--- config.mk ---
export PLATFORM = sky130hd
export DESIGN_NAME = mem_arbiter
export DESIGN_NICKNAME = d
export VERILOG_FILES = /design/src/rtl/mem_arbiter.sv
export SDC_FILE = /design/constraint.sdc
export NUM_CORES = 1
export LEC_CHECK = 0
export ABC_AREA = 0
export ABC_CLOCK_PERIOD_IN_PS = 2600
export CORE_ASPECT_RATIO = 2
export CORE_MARGIN = 5
export CORE_UTILIZATION = 46
export DETAILED_ROUTE_END_ITERATION = 10
export GPL_TIMING_DRIVEN = 0
export PLACE_DENSITY = 0.93
export SYNTH_ARGS = -nofsm -noshare
export SYNTH_HDL_FRONTEND = slang
export SYNTH_SLANG_ARGS = --single-unit
export TNS_END_PERCENT = 10
--- constraint.sdc ---
create_clock -name clk_i -period 2.6 [get_ports clk_i]
set_input_delay 0.39 -clock clk_i [delete_from_list [all_inputs] [get_ports clk_i]]
set_output_delay 0.39 -clock clk_i [all_outputs]
set_load 0.005 [all_outputs]
--- src/rtl/mem_arbiter.sv ---
// mem_arbiter: shares one single-ported backing memory between instruction
// fetch (IF) and data access (DM) requesters.
//
// Ports:
//   clk_i, rst_i              clock, synchronous active-high reset
//   if_req_i, if_addr_i       IF read request (level) and address
//   if_rdata_o, if_ack_o      IF read data, one-cycle completion pulse
//   if_stall_o                if_req_i & ~if_ack_o
//   dm_req_i, dm_we_i,
//   dm_addr_i, dm_wdata_i     DM request (level), write enable, address, data
//   dm_rdata_o, dm_ack_o      DM read data, one-cycle completion pulse
//   dm_stall_o                dm_req_i & ~dm_ack_o
//   mem_req_o, mem_we_o,
//   mem_addr_o, mem_wdata_o   backing-memory request, held stable while busy
//   mem_rdata_i, mem_ready_i  backing-memory read data and completion
//   err_o                     sticky timeout flag
//
// One transaction is in flight at a time: IDLE -> BUSY_IF/BUSY_DM -> RESP.
// DM normally wins a tie, but after MAX_DM_STREAK back-to-back DM grants with
// IF waiting, the next grant is forced to IF.
module mem_arbiter #(
  parameter int ADDR_W        = 32,
  parameter int DATA_W        = 32,
  parameter int MAX_DM_STREAK = 4,
  parameter int TIMEOUT       = 255
) (
  input  logic              clk_i,
  input  logic              rst_i,
  input  logic              if_req_i,
  input  logic [ADDR_W-1:0] if_addr_i,
  output logic [DATA_W-1:0] if_rdata_o,
  output logic              if_ack_o,
  output logic              if_stall_o,
  input  logic              dm_req_i,
  input  logic              dm_we_i,
  input  logic [ADDR_W-1:0] dm_addr_i,
  input  logic [DATA_W-1:0] dm_wdata_i,
  output logic [DATA_W-1:0] dm_rdata_o,
  output logic              dm_ack_o,
  output logic              dm_stall_o,
  output logic              mem_req_o,
  output logic              mem_we_o,
  output logic [ADDR_W-1:0] mem_addr_o,
  output logic [DATA_W-1:0] mem_wdata_o,
  input  logic [DATA_W-1:0] mem_rdata_i,
  input  logic              mem_ready_i,
  output logic              err_o
);

  localparam int SW = $clog2(MAX_DM_STREAK + 1);
  localparam int TW = $clog2(TIMEOUT + 1);

  typedef enum logic [1:0] {IDLE, BUSY_IF, BUSY_DM, RESP} state_t;

  state_t        state_q, state_d;
  logic          owner_dm_q;     // owner of the transaction now in BUSY/RESP
  logic [SW-1:0] streak_q;
  logic [TW-1:0] tmo_q;

  logic grant_dm, grant_if, busy, done_ok, done_tmo;

  assign busy = (state_q == BUSY_IF) || (state_q == BUSY_DM);

  // Next-state / grant decision
  always_comb begin
    state_d  = state_q;
    grant_dm = 1'b0;
    grant_if = 1'b0;
    done_ok  = 1'b0;
    done_tmo = 1'b0;
    case (state_q)
      IDLE: begin
        if (dm_req_i && (!if_req_i || streak_q < SW'(MAX_DM_STREAK))) begin
          grant_dm = 1'b1;
          state_d  = BUSY_DM;
        end else if (if_req_i) begin
          grant_if = 1'b1;
          state_d  = BUSY_IF;
        end
      end
      BUSY_IF, BUSY_DM: begin
        // Ready on the final allowed cycle still counts as a normal completion.
        if (mem_ready_i) begin
          done_ok = 1'b1;
          state_d = RESP;
        end else if (tmo_q == TW'(TIMEOUT - 1)) begin
          done_tmo = 1'b1;
          state_d  = RESP;
        end
      end
      RESP:    state_d = IDLE;
      default: state_d = IDLE;
    endcase
  end

  always_ff @(posedge clk_i) begin
    if (rst_i) begin
      state_q     <= IDLE;
      owner_dm_q  <= 1'b0;
      streak_q    <= '0;
      tmo_q       <= '0;
      err_o       <= 1'b0;
      mem_req_o   <= 1'b0;
      mem_we_o    <= 1'b0;
      mem_addr_o  <= '0;
      mem_wdata_o <= '0;
      if_rdata_o  <= '0;
      dm_rdata_o  <= '0;
    end else begin
      state_q <= state_d;

      if (grant_dm) begin
        owner_dm_q  <= 1'b1;
        mem_req_o   <= 1'b1;
        mem_we_o    <= dm_we_i;
        mem_addr_o  <= dm_addr_i;
        mem_wdata_o <= dm_wdata_i;
        tmo_q       <= '0;
        // Only DM grants that bypass a waiting IF count toward the streak.
        if (!if_req_i)
          streak_q <= '0;
        else if (streak_q < SW'(MAX_DM_STREAK))
          streak_q <= streak_q + 1'b1;
      end else if (grant_if) begin
        owner_dm_q  <= 1'b0;
        mem_req_o   <= 1'b1;
        mem_we_o    <= 1'b0;
        mem_addr_o  <= if_addr_i;
        streak_q    <= '0;
        tmo_q       <= '0;
      end

      if (busy && !mem_ready_i && !done_tmo)
        tmo_q <= tmo_q + 1'b1;

      if (done_ok || done_tmo) begin
        mem_req_o <= 1'b0;
        // A timed-out access returns zero data to its owner.
        if (owner_dm_q) dm_rdata_o <= done_ok ? mem_rdata_i : '0;
        else            if_rdata_o <= done_ok ? mem_rdata_i : '0;
      end

      if (done_tmo)
        err_o <= 1'b1;
    end
  end

  assign if_ack_o   = (state_q == RESP) && !owner_dm_q;
  assign dm_ack_o   = (state_q == RESP) &&  owner_dm_q;
  assign if_stall_o = if_req_i & ~if_ack_o;
  assign dm_stall_o = dm_req_i & ~dm_ack_o;

endmodule
==> flow_summary_export.csv, run 1 <==
group,metric,value,unit
status,outcome,"finished clean",
synthesis,synth_area,6120,sq um
sta,fin_setup_tns,0,ps
clock_network,cts.sink_count,145,
die,start_util,0.468,
cells_and_area,layout-drive-gt1-share,0.118,
sta,slew_headroom,0.486,
pwr,ir_worst_vdd,0.000678,V
min_path,hold_path_class,"flop to flop",
synthesis,ys_seq_elements,145,
route,dr_total_vias,6406,
pwr,p_seq_frac,0.330,
clock_network,post_cts_resized,0,
route,drt_wl_total,22.3,mm
synthesis,async_flop_share,0,
synthesis,synth-main-ff-cell,"dfxtp_1",
grt,antenna_found_initial,0,
critical_path,path_cells,"buf_2, buf_4, and2_1, nor2b_1, clkdlybuf4s50_1",
sta,finalSetupViolCount,0,
cells_and_area,diodes,0,
critical_path,cp_num_buf_inv,3,
die,coreArea,13100,sq um
synthesis,syn_nets,819,
placement,io_buffers,267,
sta,min_period_over_period,0.879,
critical_path,required,2210,ps
placement,dpl-instance-area,8980,sq um
synthesis,synth.distinct_cells,41,
route,drtIter0Drc,291,
critical_path,crit_arrival,1890,ps
die,ios,269,
grt,grt_overflow_total,0,
pwr,leakagePower,3.28,nW
placement,hpwl,17.1,mm
synthesis,synth.area.top_cells,"dfxtp_1, a21oi_1, nand2_1",
route,viasPerCell,5.66,
placement,place_congestion,0.855,
die,die_w,91.5,um
critical_path,worstSetupEndpointType,"output pin",
critical_path,slowest_delay,520,ps
clock_network,holdBufCountCts,0,
route,drt-pass1-iter-count,4,
clock_network,post_cts_buffers,0,
critical_path,critical_path.max_fanout,10,
cells_and_area,fin_nets,1105,
route,ant_nets,0,
sta,min_period,2280,ps
critical_path,cp_top_family,"buffers and inverters",
grt,grt_max_degree,17,
die,die-area,15800,sq um
synthesis,syn_area_per_cell,8.99,sq um
synthesis,synth_top_area_frac,0.475,
synthesis,synth-edff-count,0,
sta,finalHoldViolations,0,
pwr,intPower,5.51,mW
clock_network,htreeDepth,4,
synthesis,ys_seq_area_frac,0.475,
synthesis,ys_warn_count,0,
sta,max_freq,0.438,GHz
clock_network,clk_path_buf_depth,2,
pwr,combPwrFrac,0.387,
pwr,switchingPower,2.98,mW
grt,grt_pass1_wl,34.6,mm
die,die_y,173,um
pwr,pwr-share-clk,0.283,
synthesis,syn_inst,680,
critical_path,critPathKind,"flop to output pin",
clock_network,cts_tree,"yes",
clock_network,cts-root-buf,"clkbuf_16",
critical_path,slowest_stage,"clkdlybuf4s50_1",
synthesis,synth_top_cell_by_area,"dfxtp_1",
die,rows,59,
sta,drv_slew,0,
flow_run,drv_cap,0,
sta,holdWs,450,ps
sta,tightest_slew,771,ps
grt,gr-usage-all-layers,0.274,
pwr,p_total,8.49,mW
cells_and_area,design_area,9560,sq um
sta,rsz0062_at_grt,"no",
critical_path,worst_setup_path_start_kind,"flop",
route,remaining_drc_errors,0,
clock_network,clk_pin_slew_worst_paths,60,ps
grt,first_global_vias,6686,
sta,clock_skew,10.1,ps
clock_network,insertion_delay,410,ps
route,detail_route.wl_per_cell,19.7,um
clock_network,cts-buffers-inserted,17,
pwr,power_density,888,nW/um^2
cells_and_area,syn_to_final_growth,56.3,%
pwr,switching_share,0.351,
==> metal layers <==
metal  up-vias  share of wire  track usage
met5         -              0            0
met4         0          0.046        0.151
met3        61          0.059       0.0591
met2       248           0.54        0.518
met1      3034           0.35        0.268
li1       3063              -            -
==> registers in the layout, summed over array words and instances (netlist names) <==
register     count
dm_rdata_o      32
if_rdata_o      32
mem_addr_o      32
mem_wdata_o     32
tmo_q            8
streak_q         3
state_q          2
err_o            1
mem_req_o        1
mem_we_o         1
owner_dm_q       1
==> cells by family (layout without fill, tap and decap cells) <==
kind of cell             count (synthesis)  count (layout)  share of synthesized area
adder cells (fa/ha/maj)                  5               5                     0.0102
XOR/XNOR                                 2               2                    0.00286
AND/OR/NAND/NOR                        174             174                      0.122
AO/OA/AOI/OAI                          281             281                      0.321
buffers and inverters                   71             370                     0.0657
flip-flops                             145             145                      0.475
multiplexers                             2               2                    0.00368
==> Yosys cell counts, drive strengths merged (2+ instances only) <==
library cell    n
a211oi         34
a21o            2
a21oi         166
a221o           2
a22o            2
a311oi         33
and3            2
buf            46
clkbuf         20
dfxtp         145
ha              5
inv             5
mux2            2
nand2         137
nand3           5
nand4           3
nor2           13
nor2b           4
nor3            3
o21ai           5
o221ai         32
or3             2
xnor2           2
==> layout make-up <==
cell class	instances	area (sq um)
multi-input cells	464	2810
inverters	5	18.8
plain buffers	66	383
clock inverters	12	124
flip-flops and latches	145	2900
well taps	152	190
fillers	968	3510
clock buffers	20	457
repair buffers	267	2670
==> metrics by stage <==
stage | setup slack [ps] | std cells | util
detailed placement | 444 | 1099 | 0.687
global placement | 495 | 1099 | 0.687
finish | 315 | 1131 | 0.732
global route | 223 | 1131 | 0.732
floorplan | 1030 | 680 | -
CTS | 301 | 1131 | 0.732
==> power by group through the flow <==
stage	registers, mW	logic [mW]	clock network, mW
3_3_place_gp	2.82	3.20	0
2_1_floorplan	2.85	1.75	0
6_report	2.80	3.29	2.40
3_5_place_dp	2.84	3.28	0
5_1_grt	2.84	3.54	2.53
4_1_cts	2.79	3.30	2.42
==> cells in the final DEF (no fill, tap or decap), types with 3 or more instances in the layout <==
cell / instances
dfxtp_1: 145
a21oi_1: 166
a211oi_2: 10
nor2_4: 3
a211oi_1: 24
clkbuf_1: 21
inv_6: 4
a311oi_1: 13
nand3_1: 5
ha_1: 5
clkinvlp_4: 4
inv_1: 5
buf_4: 9
clkdlybuf4s50_1: 267
nor3_1: 3
buf_2: 27
buf_6: 9
clkbuf_16: 17
nor2_1: 10
o21ai_0: 4
a311oi_2: 20
nor2b_1: 4
nand2_1: 137
o221ai_1: 32
==> final timing paths <==
path | from | endpoint | slack [ps] | depth (start not counted)
setup / recovery | owner_dm_q | dm_stall_o | 320 | 5
hold / removal | mem_addr_o[11] | mem_addr_o[11] | 450 | 2
setup reg to reg | state_q[1] | if_rdata_o[12] | 720 | 7
hold reg to reg | mem_addr_o[11] | mem_addr_o[11] | 450 | 2
==> worst min-delay path, delay by kind of cell (launching register included) <==
family / cells / cell delay [ps]
flip-flops: 1 / 310
AO/OA/AOI/OAI: 1 / 50
AND/OR/NAND/NOR: 1 / 50
Note: power is estimated with default switching activity, not from simulation.
==> run 2, diff against run 1 <==
--- a/config.mk
+++ b/config.mk
@@ -12,6 +12,7 @@
 export CORE_UTILIZATION = 46
 export DETAILED_ROUTE_END_ITERATION = 10
 export GPL_TIMING_DRIVEN = 0
+export HOLD_SLACK_MARGIN = 0.15
 export PLACE_DENSITY = 0.93
 export SYNTH_ARGS = -nofsm -noshare
 export SYNTH_HDL_FRONTEND = slang
==> results of run 2 <==
The final DEF is identical to that of run 1; final timing and power are the same.
